[config.mk]
export PLATFORM = sky130hd
export DESIGN_NAME = button_pulse_gen
export DESIGN_NICKNAME = d
export VERILOG_FILES = /design/src/rtl/button_pulse_gen.sv
export SDC_FILE = /design/constraint.sdc
export NUM_CORES = 1
export LEC_CHECK = 0
export CAP_MARGIN = 20
export CORE_MARGIN = 2
export CORE_UTILIZATION = 63
export CTS_CLUSTER_SIZE = 10
export DETAILED_ROUTE_END_ITERATION = 6
export PLACE_DENSITY = 0.83
export SYNTH_ARGS = -nofsm -noshare
export SYNTH_HDL_FRONTEND = slang
export SYNTH_SLANG_ARGS = --single-unit
[constraint.sdc]
create_clock -name clk -period 4.45 [get_ports clk]
set_input_delay 0.89 -clock clk [delete_from_list [all_inputs] [get_ports clk]]
set_output_delay 0.89 -clock clk [all_outputs]
set_load 0.03 [all_outputs]
[src/rtl/button_pulse_gen.sv]
// Push-button front end: synchroniser, debounce FSM and auto-repeat, producing
// single-cycle count-enable pulses plus the debounced level.
module button_pulse_gen #(
    parameter int SYNC_STAGES     = 2,
    parameter int DEBOUNCE_CYCLES = 16,
    parameter int REPEAT_DELAY    = 64,
    parameter int REPEAT_PERIOD   = 16
) (
    input  logic clk,
    input  logic rst,
    input  logic btn_in,
    input  logic repeat_en,
    output logic ce_out,
    output logic btn_level,
    output logic repeating
);

    // state      | meaning
    // IDLE       | button released and stable
    // PRESS_DB   | counting consecutive pressed samples
    // PRESSED    | press accepted, hold timer runs while repeat_en=1
    // REPEAT     | auto-repeat active, pulse every REPEAT_PERIOD cycles
    // RELEASE_DB | counting consecutive released samples, level still 1
    typedef enum logic [2:0] {
        ST_IDLE,
        ST_PRESS_DB,
        ST_PRESSED,
        ST_REPEAT,
        ST_RELEASE_DB
    } state_t;

    localparam int DB_W   = $clog2(DEBOUNCE_CYCLES + 1);
    localparam int HOLD_W = $clog2(REPEAT_DELAY + 1);
    localparam int REP_W  = $clog2(REPEAT_PERIOD + 1);

    localparam logic [DB_W-1:0]   DB_LAST   = DB_W'(DEBOUNCE_CYCLES - 1);
    localparam logic [HOLD_W-1:0] HOLD_LAST = HOLD_W'(REPEAT_DELAY - 1);
    localparam logic [REP_W-1:0]  REP_LAST  = REP_W'(REPEAT_PERIOD - 1);

    logic [SYNC_STAGES-1:0] sync_q;
    logic                   btn_s;

    state_t              state_q, state_d;
    logic [DB_W-1:0]     db_cnt_q, db_cnt_d;
    logic [HOLD_W-1:0]   hold_cnt_q, hold_cnt_d;
    logic [REP_W-1:0]    rep_cnt_q, rep_cnt_d;
    logic                ce_q, ce_d;
    logic                level_q, level_d;
    logic                repeating_q, repeating_d;

    assign btn_s = sync_q[SYNC_STAGES-1];

    always_ff @(posedge clk) begin
        if (rst) begin
            sync_q      <= '0;
            state_q     <= ST_IDLE;
            db_cnt_q    <= '0;
            hold_cnt_q  <= '0;
            rep_cnt_q   <= '0;
            ce_q        <= 1'b0;
            level_q     <= 1'b0;
            repeating_q <= 1'b0;
        end else begin
            sync_q      <= {sync_q[SYNC_STAGES-2:0], btn_in};
            state_q     <= state_d;
            db_cnt_q    <= db_cnt_d;
            hold_cnt_q  <= hold_cnt_d;
            rep_cnt_q   <= rep_cnt_d;
            ce_q        <= ce_d;
            level_q     <= level_d;
            repeating_q <= repeating_d;
        end
    end

    always_comb begin
        state_d    = state_q;
        db_cnt_d   = db_cnt_q;
        hold_cnt_d = hold_cnt_q;
        rep_cnt_d  = rep_cnt_q;
        ce_d       = 1'b0;
        level_d    = level_q;

        case (state_q)
            ST_IDLE: begin
                if (btn_s) begin
                    if (DEBOUNCE_CYCLES == 1) begin
                        state_d    = ST_PRESSED;
                        ce_d       = 1'b1;
                        level_d    = 1'b1;
                        db_cnt_d   = '0;
                        hold_cnt_d = '0;
                    end else begin
                        state_d  = ST_PRESS_DB;
                        db_cnt_d = DB_W'(1);
                    end
                end
            end

            ST_PRESS_DB: begin
                if (!btn_s) begin
                    state_d  = ST_IDLE;
                    db_cnt_d = '0;
                end else if (db_cnt_q == DB_LAST) begin
                    state_d    = ST_PRESSED;
                    ce_d       = 1'b1;
                    level_d    = 1'b1;
                    db_cnt_d   = '0;
                    hold_cnt_d = '0;
                end else begin
                    db_cnt_d = db_cnt_q + DB_W'(1);
                end
            end

            ST_PRESSED: begin
                if (!btn_s) begin
                    hold_cnt_d = '0;
                    if (DEBOUNCE_CYCLES == 1) begin
                        state_d  = ST_IDLE;
                        level_d  = 1'b0;
                        db_cnt_d = '0;
                    end else begin
                        state_d  = ST_RELEASE_DB;
                        db_cnt_d = DB_W'(1);
                    end
                end else if (repeat_en) begin
                    if (hold_cnt_q == HOLD_LAST) begin
                        state_d    = ST_REPEAT;
                        ce_d       = 1'b1;
                        hold_cnt_d = '0;
                        rep_cnt_d  = '0;
                    end else begin
                        hold_cnt_d = hold_cnt_q + HOLD_W'(1);
                    end
                end else begin
                    hold_cnt_d = '0;
                end
            end

            ST_REPEAT: begin
                // A release on the same edge as a due repeat pulse suppresses the pulse.
                if (!btn_s) begin
                    rep_cnt_d = '0;
                    if (DEBOUNCE_CYCLES == 1) begin
                        state_d  = ST_IDLE;
                        level_d  = 1'b0;
                        db_cnt_d = '0;
                    end else begin
                        state_d  = ST_RELEASE_DB;
                        db_cnt_d = DB_W'(1);
                    end
                end else if (!repeat_en) begin
                    state_d    = ST_PRESSED;
                    hold_cnt_d = '0;
                    rep_cnt_d  = '0;
                end else if (rep_cnt_q == REP_LAST) begin
                    ce_d      = 1'b1;
                    rep_cnt_d = '0;
                end else begin
                    rep_cnt_d = rep_cnt_q + REP_W'(1);
                end
            end

            ST_RELEASE_DB: begin
                if (btn_s) begin
                    state_d    = ST_PRESSED;
                    db_cnt_d   = '0;
                    hold_cnt_d = '0;
                end else if (db_cnt_q == DB_LAST) begin
                    state_d  = ST_IDLE;
                    level_d  = 1'b0;
                    db_cnt_d = '0;
                end else begin
                    db_cnt_d = db_cnt_q + DB_W'(1);
                end
            end

            default: begin
                state_d    = ST_IDLE;
                db_cnt_d   = '0;
                hold_cnt_d = '0;
                rep_cnt_d  = '0;
                level_d    = 1'b0;
            end
        endcase

        repeating_d = (state_d == ST_REPEAT);
    end

    assign ce_out    = ce_q;
    assign btn_level = level_q;
    assign repeating = repeating_q;

endmodule

* Word-level counts from Yosys, hierarchy flattened
Index checks and enable logic that the tools add are counted. W data, S select, Z words.
Storage, ports and cells: memory bits (read-only) 0, bits in writable memories 0, bits in latches 0, register bits 25, logic and storage cells 89, output and inout bits 3, input bits 4, memories kept 0
Cells by class: reductions and logical operators 8, $mul 0, div/mod/pow operators 0, magnitude comparators 0, muxes and demuxes 47, bitwise gates (word level) 3, add/subtract/negate cells 3, equal/unequal tests 20, shift-type cells 0
Operators with widths (number):
- $mux W7 | 8
- $mux W5 | 11
- $pmux W7 S5 | 1
- $mux W3 | 10
- $ne A2 B2 Y1 const B | 12
- $pmux W5 S4 | 1
- $pmux W3 S5 | 1
- $pmux W5 S3 | 1
- $mux W1 | 12
- $add A5 B1 Y5 const B | 2
- $eq A5 B4 Y1 const B | 2
- $eq A3 B2 Y1 const B | 3
- $add A7 B1 Y7 const B | 1
- $eq A7 B6 Y1 const B | 1
- $pmux W1 S3 | 2
- $reduce_and A6 Y1 | 1
- $reduce_or A3 Y1 | 2
- $reduce_and A5 Y1 | 1
- $reduce_and A4 Y1 | 1
- $eq A3 B1 Y1 const B | 1
- $eq A3 B3 Y1 const B | 1
- $logic_not A3 Y1 | 1
- $not A1 Y1 | 3
- $reduce_and A2 Y1 | 1
- $reduce_or A2 Y1 | 1

* Depth between registers and ports, before layout
depth in word-level cells 6, gate-level depth with buffers 6

* Least setup slack after synthesis
OpenSTA, ideal clock, no wires.
kind input to register, start input repeat_en, end register rep_cnt_q[0], required time 4.375 ns, cell stages on the path 5, path slack 2.623 ns, buffers on the path 1, arrival 1.752 ns, path through and4b_1 > buf_2 > nand2_1 > or3_1 > o22ai_1
Between the ends: longest elaborated chain between the ends 3, elaborated cells on any way between the ends 5
Ends and longest elaborated chain:
- start: declaration | RTL line 12 | input logic repeat_en,
- $mux W5 | RTL line 151 | end else if (!repeat_en) begin
- $mux W5 | RTL line 141 | if (!btn_s) begin
- $pmux W5 S3 | RTL line 83 | case (state_q)
- end signal: assignment | RTL line 68 | rep_cnt_q <= rep_cnt_d;
- end: declaration | RTL line 46 | logic [REP_W-1:0] rep_cnt_q, rep_cnt_d;
Several ways; a longest one is shown, not always the timed one. A chain may end at the register's enable or synchronous reset.

==> qor.yml <==
run_status: "complete, no violations"
die_w_um: 50.8
relSlewSlack: 0.411
peakVddDrop_uv: 210
skew_ns: 0.0106
r2r_start: "state_q[1]"
drive_gt1_frac: 0.108
cts_tree: "yes"
ys_seq_area_frac: 0.363
initial_core_util: 0.682
rsz0062_at_grt: "false"
grt-ovfl-total: 0
postSynthAreaPerCell_um2: 8.73
synth.distinct_cells: 50
grt_max_degree: 26
r2r_slack_ns: 2.50
drt_iter0_markers: 36
timing.fmax_mhz: 419
utilization: 0.711
cp.required_ns: 4.66
hold_viol: 0
first_global_vias: 973
gp_congestion: 0.866
clk_path_buf_depth: 2
reg2reg_depth: 4
ys_warn_count: 0
dominantRegCellSynth: "dfxtp_1"
wl_per_cell_um: 14.1
cts.clk_slew.worst_paths_ns: 0.13
cts_setup_buffers: 0
synth_fp_nets: 165
power.density_mw_per_mm2: 236
min_period_over_period: 0.537
layout.nets: 166
tns_ns: 0
via_count: 1179
io_pins: 7
cts_made_buffers: 3
synth_edf_count: 0
hp-class: "reg -> reg"
worstPathMaxFanout: 25
die_h_um: 50.8
timing.hold.ws_ns: 0.454
ant_nets: 0
rr_endpoint: "rep_cnt_q[0]"
startpoint: "rst"
criticalPathCategory: "in -> reg"
ys_seq_elements: 25
cellLeakagePower_nw: 0.497
area_growth_pct: 4.27
syn_inst: 158
grt_pass1_wl_um: 4300
grt_usage: 0.216
mappedNetlistArea_mm2: 0.00138
cts_root_buffer: "clkbuf_4"
core_mm2: 0.00202
max_slew.worst_pin.slew_ns: 0.880
rows: 16
period_needed_ns: 2.39
cp_data_arrival_time_ns: 2.60
cts_resized: 0
dpl.hpwl_um: 1820
io_buffers: 6
drc: 0
postCtsHoldBufs: 0
startpoint_type: "input port"
insertion_delay_ns: 0.31
antenna_found_initial: 0
critPathCapture: "hold_cnt_q[5]"
setup_viol: 0
clkSinkCount: 25
drt-total-wl_um: 2610
endpoint_kind: "flop"
antenna_cells: 0
cts_max_level: 1
die_area_mm2: 0.00258
vias_per_cell: 6.37
first_pass_iters: 4
ys_async_sr_fraction: 0
cap_viol_max_count: 0
final_max_slew_viol_count: 0
[worst min path at each step]
stage / slack (ns) / startpoint / depth (start not counted) / end
floorplan: 0.41 / sync_q[0] / 1 / sync_q[1]
global placement: 0.42 / sync_q[0] / 1 / sync_q[1]
detailed placement: 0.43 / sync_q[0] / 1 / sync_q[1]
CTS: 0.46 / sync_q[0] / 1 / sync_q[1]
global route: 0.48 / sync_q[0] / 1 / sync_q[1]
finish: 0.45 / sync_q[0] / 1 / sync_q[1]
[per-layer routing]
metal / GRT usage / wire [um] / up-vias
met2: 0.362 / 1290 / 29
li1: - / - / 591
met4: 0.0676 / 0 / 0
met3: 0.0357 / 103 / 0
met1: 0.285 / 1220 / 559
met5: 0 / 0 / -
[where the power goes]
| group | leakage, nW | internal [mW] | total (mW) | switching [mW] |
|---|---|---|---|---|
| combinational | 0.278 | 0.00648 | 0.0142 | 0.00770 |
| sequential | 0.202 | 0.225 | 0.227 | 0.00221 |
| clock | 0.0177 | 0.0335 | 0.0975 | 0.0640 |
[cell usage in the layout, fill, tap and decap left out, types with 3 or more instances in the layout]
cell	n
a21oi_1	7
a211oi_1	4
ha_1	3
nor3_1	8
nor2_1	8
dfxtp_1	25
nand3_1	9
a31oi_1	4
clkbuf_4	3
clkdlybuf4s50_1	6
nand3b_1	4
o21ai_0	10
nand2_1	10
nand2b_1	6
a311oi_1	3
inv_1	7
nor2b_1	4
[cell type report]
cell class | instances | area [um^2]
Multi-Input combinational cell | 116 | 790
Fill cell | 175 | 584
Sequential cell | 25 | 500
Timing Repair Buffer | 6 | 60.1
Tap cell | 27 | 33.8
Inverter | 7 | 26.3
Clock buffer | 3 | 22.5
Clock inverter | 1 | 5.00
[flip-flops by register name, summed over array words and instances (netlist names)]
| register | cells |
|---|---|
| rep_cnt_q | 5 |
| btn_level | 1 |
| repeating | 1 |
| db_cnt_q | 5 |
| sync_q | 2 |
| ce_out | 1 |
| state_q | 3 |
| hold_cnt_q | 7 |
[metrics by stage]
stage	std cells	power (mW)	worst slack, ns	instance area (um^2)
2_1_floorplan	158	0.241	2.62	1380
3_3_place_gp	181	0.246	1.81	1410
3_5_place_dp	181	0.246	1.74	1410
4_1_cts	185	0.345	2.10	1440
5_1_grt	185	0.356	2.01	1440
6_report	185	0.339	2.06	1440
[worst max-delay path, stage by stage]
cell,delay (ns)
clkdlybuf4s50_1,1.05
and4b_4,0.32
a221o_1,0.34
[kinds of logic (layout without fill, tap and decap cells)]
group,count (synthesis),in the layout,synth area share
AOI/OAI and AO/OA,46,46,0.236
adders and majority gates,3,3,0.0272
buffers and inverters,17,17,0.0644
xor gates and xnor gates,1,1,0.00635
muxes,1,1,0.00817
and+or+nand+nor,65,65,0.295
DFF,25,25,0.363
[cells in the mapped netlist, types with 2 or more instances]
master     n  area, um^2
nand3_1    9        45.0
nor3_1     8        40.0
or3_1      2        12.5
nor2b_1    4        25.0
and4b_1    2        20.0
nand3b_1   4        30.0
buf_2      2        10.0
nand2_1   10        37.5
ha_1       3        37.5
nand2b_1   6        37.5
clkbuf_1   4        15.0
a21oi_1    7        35.0
a211oi_1   4        30.0
o32ai_1    2        17.5
inv_1      7        26.3
buf_6      2        22.5
buf_4      2        15.0
a311oi_1   3        26.3
a41oi_1    2        17.5
o21ai_0   10        50.1
a31oi_1    4        25.0
a21oi_2    2        17.5
dfxtp_1   25         500
nor2_1     8        30.0
(Power assumes the default switching activity.)
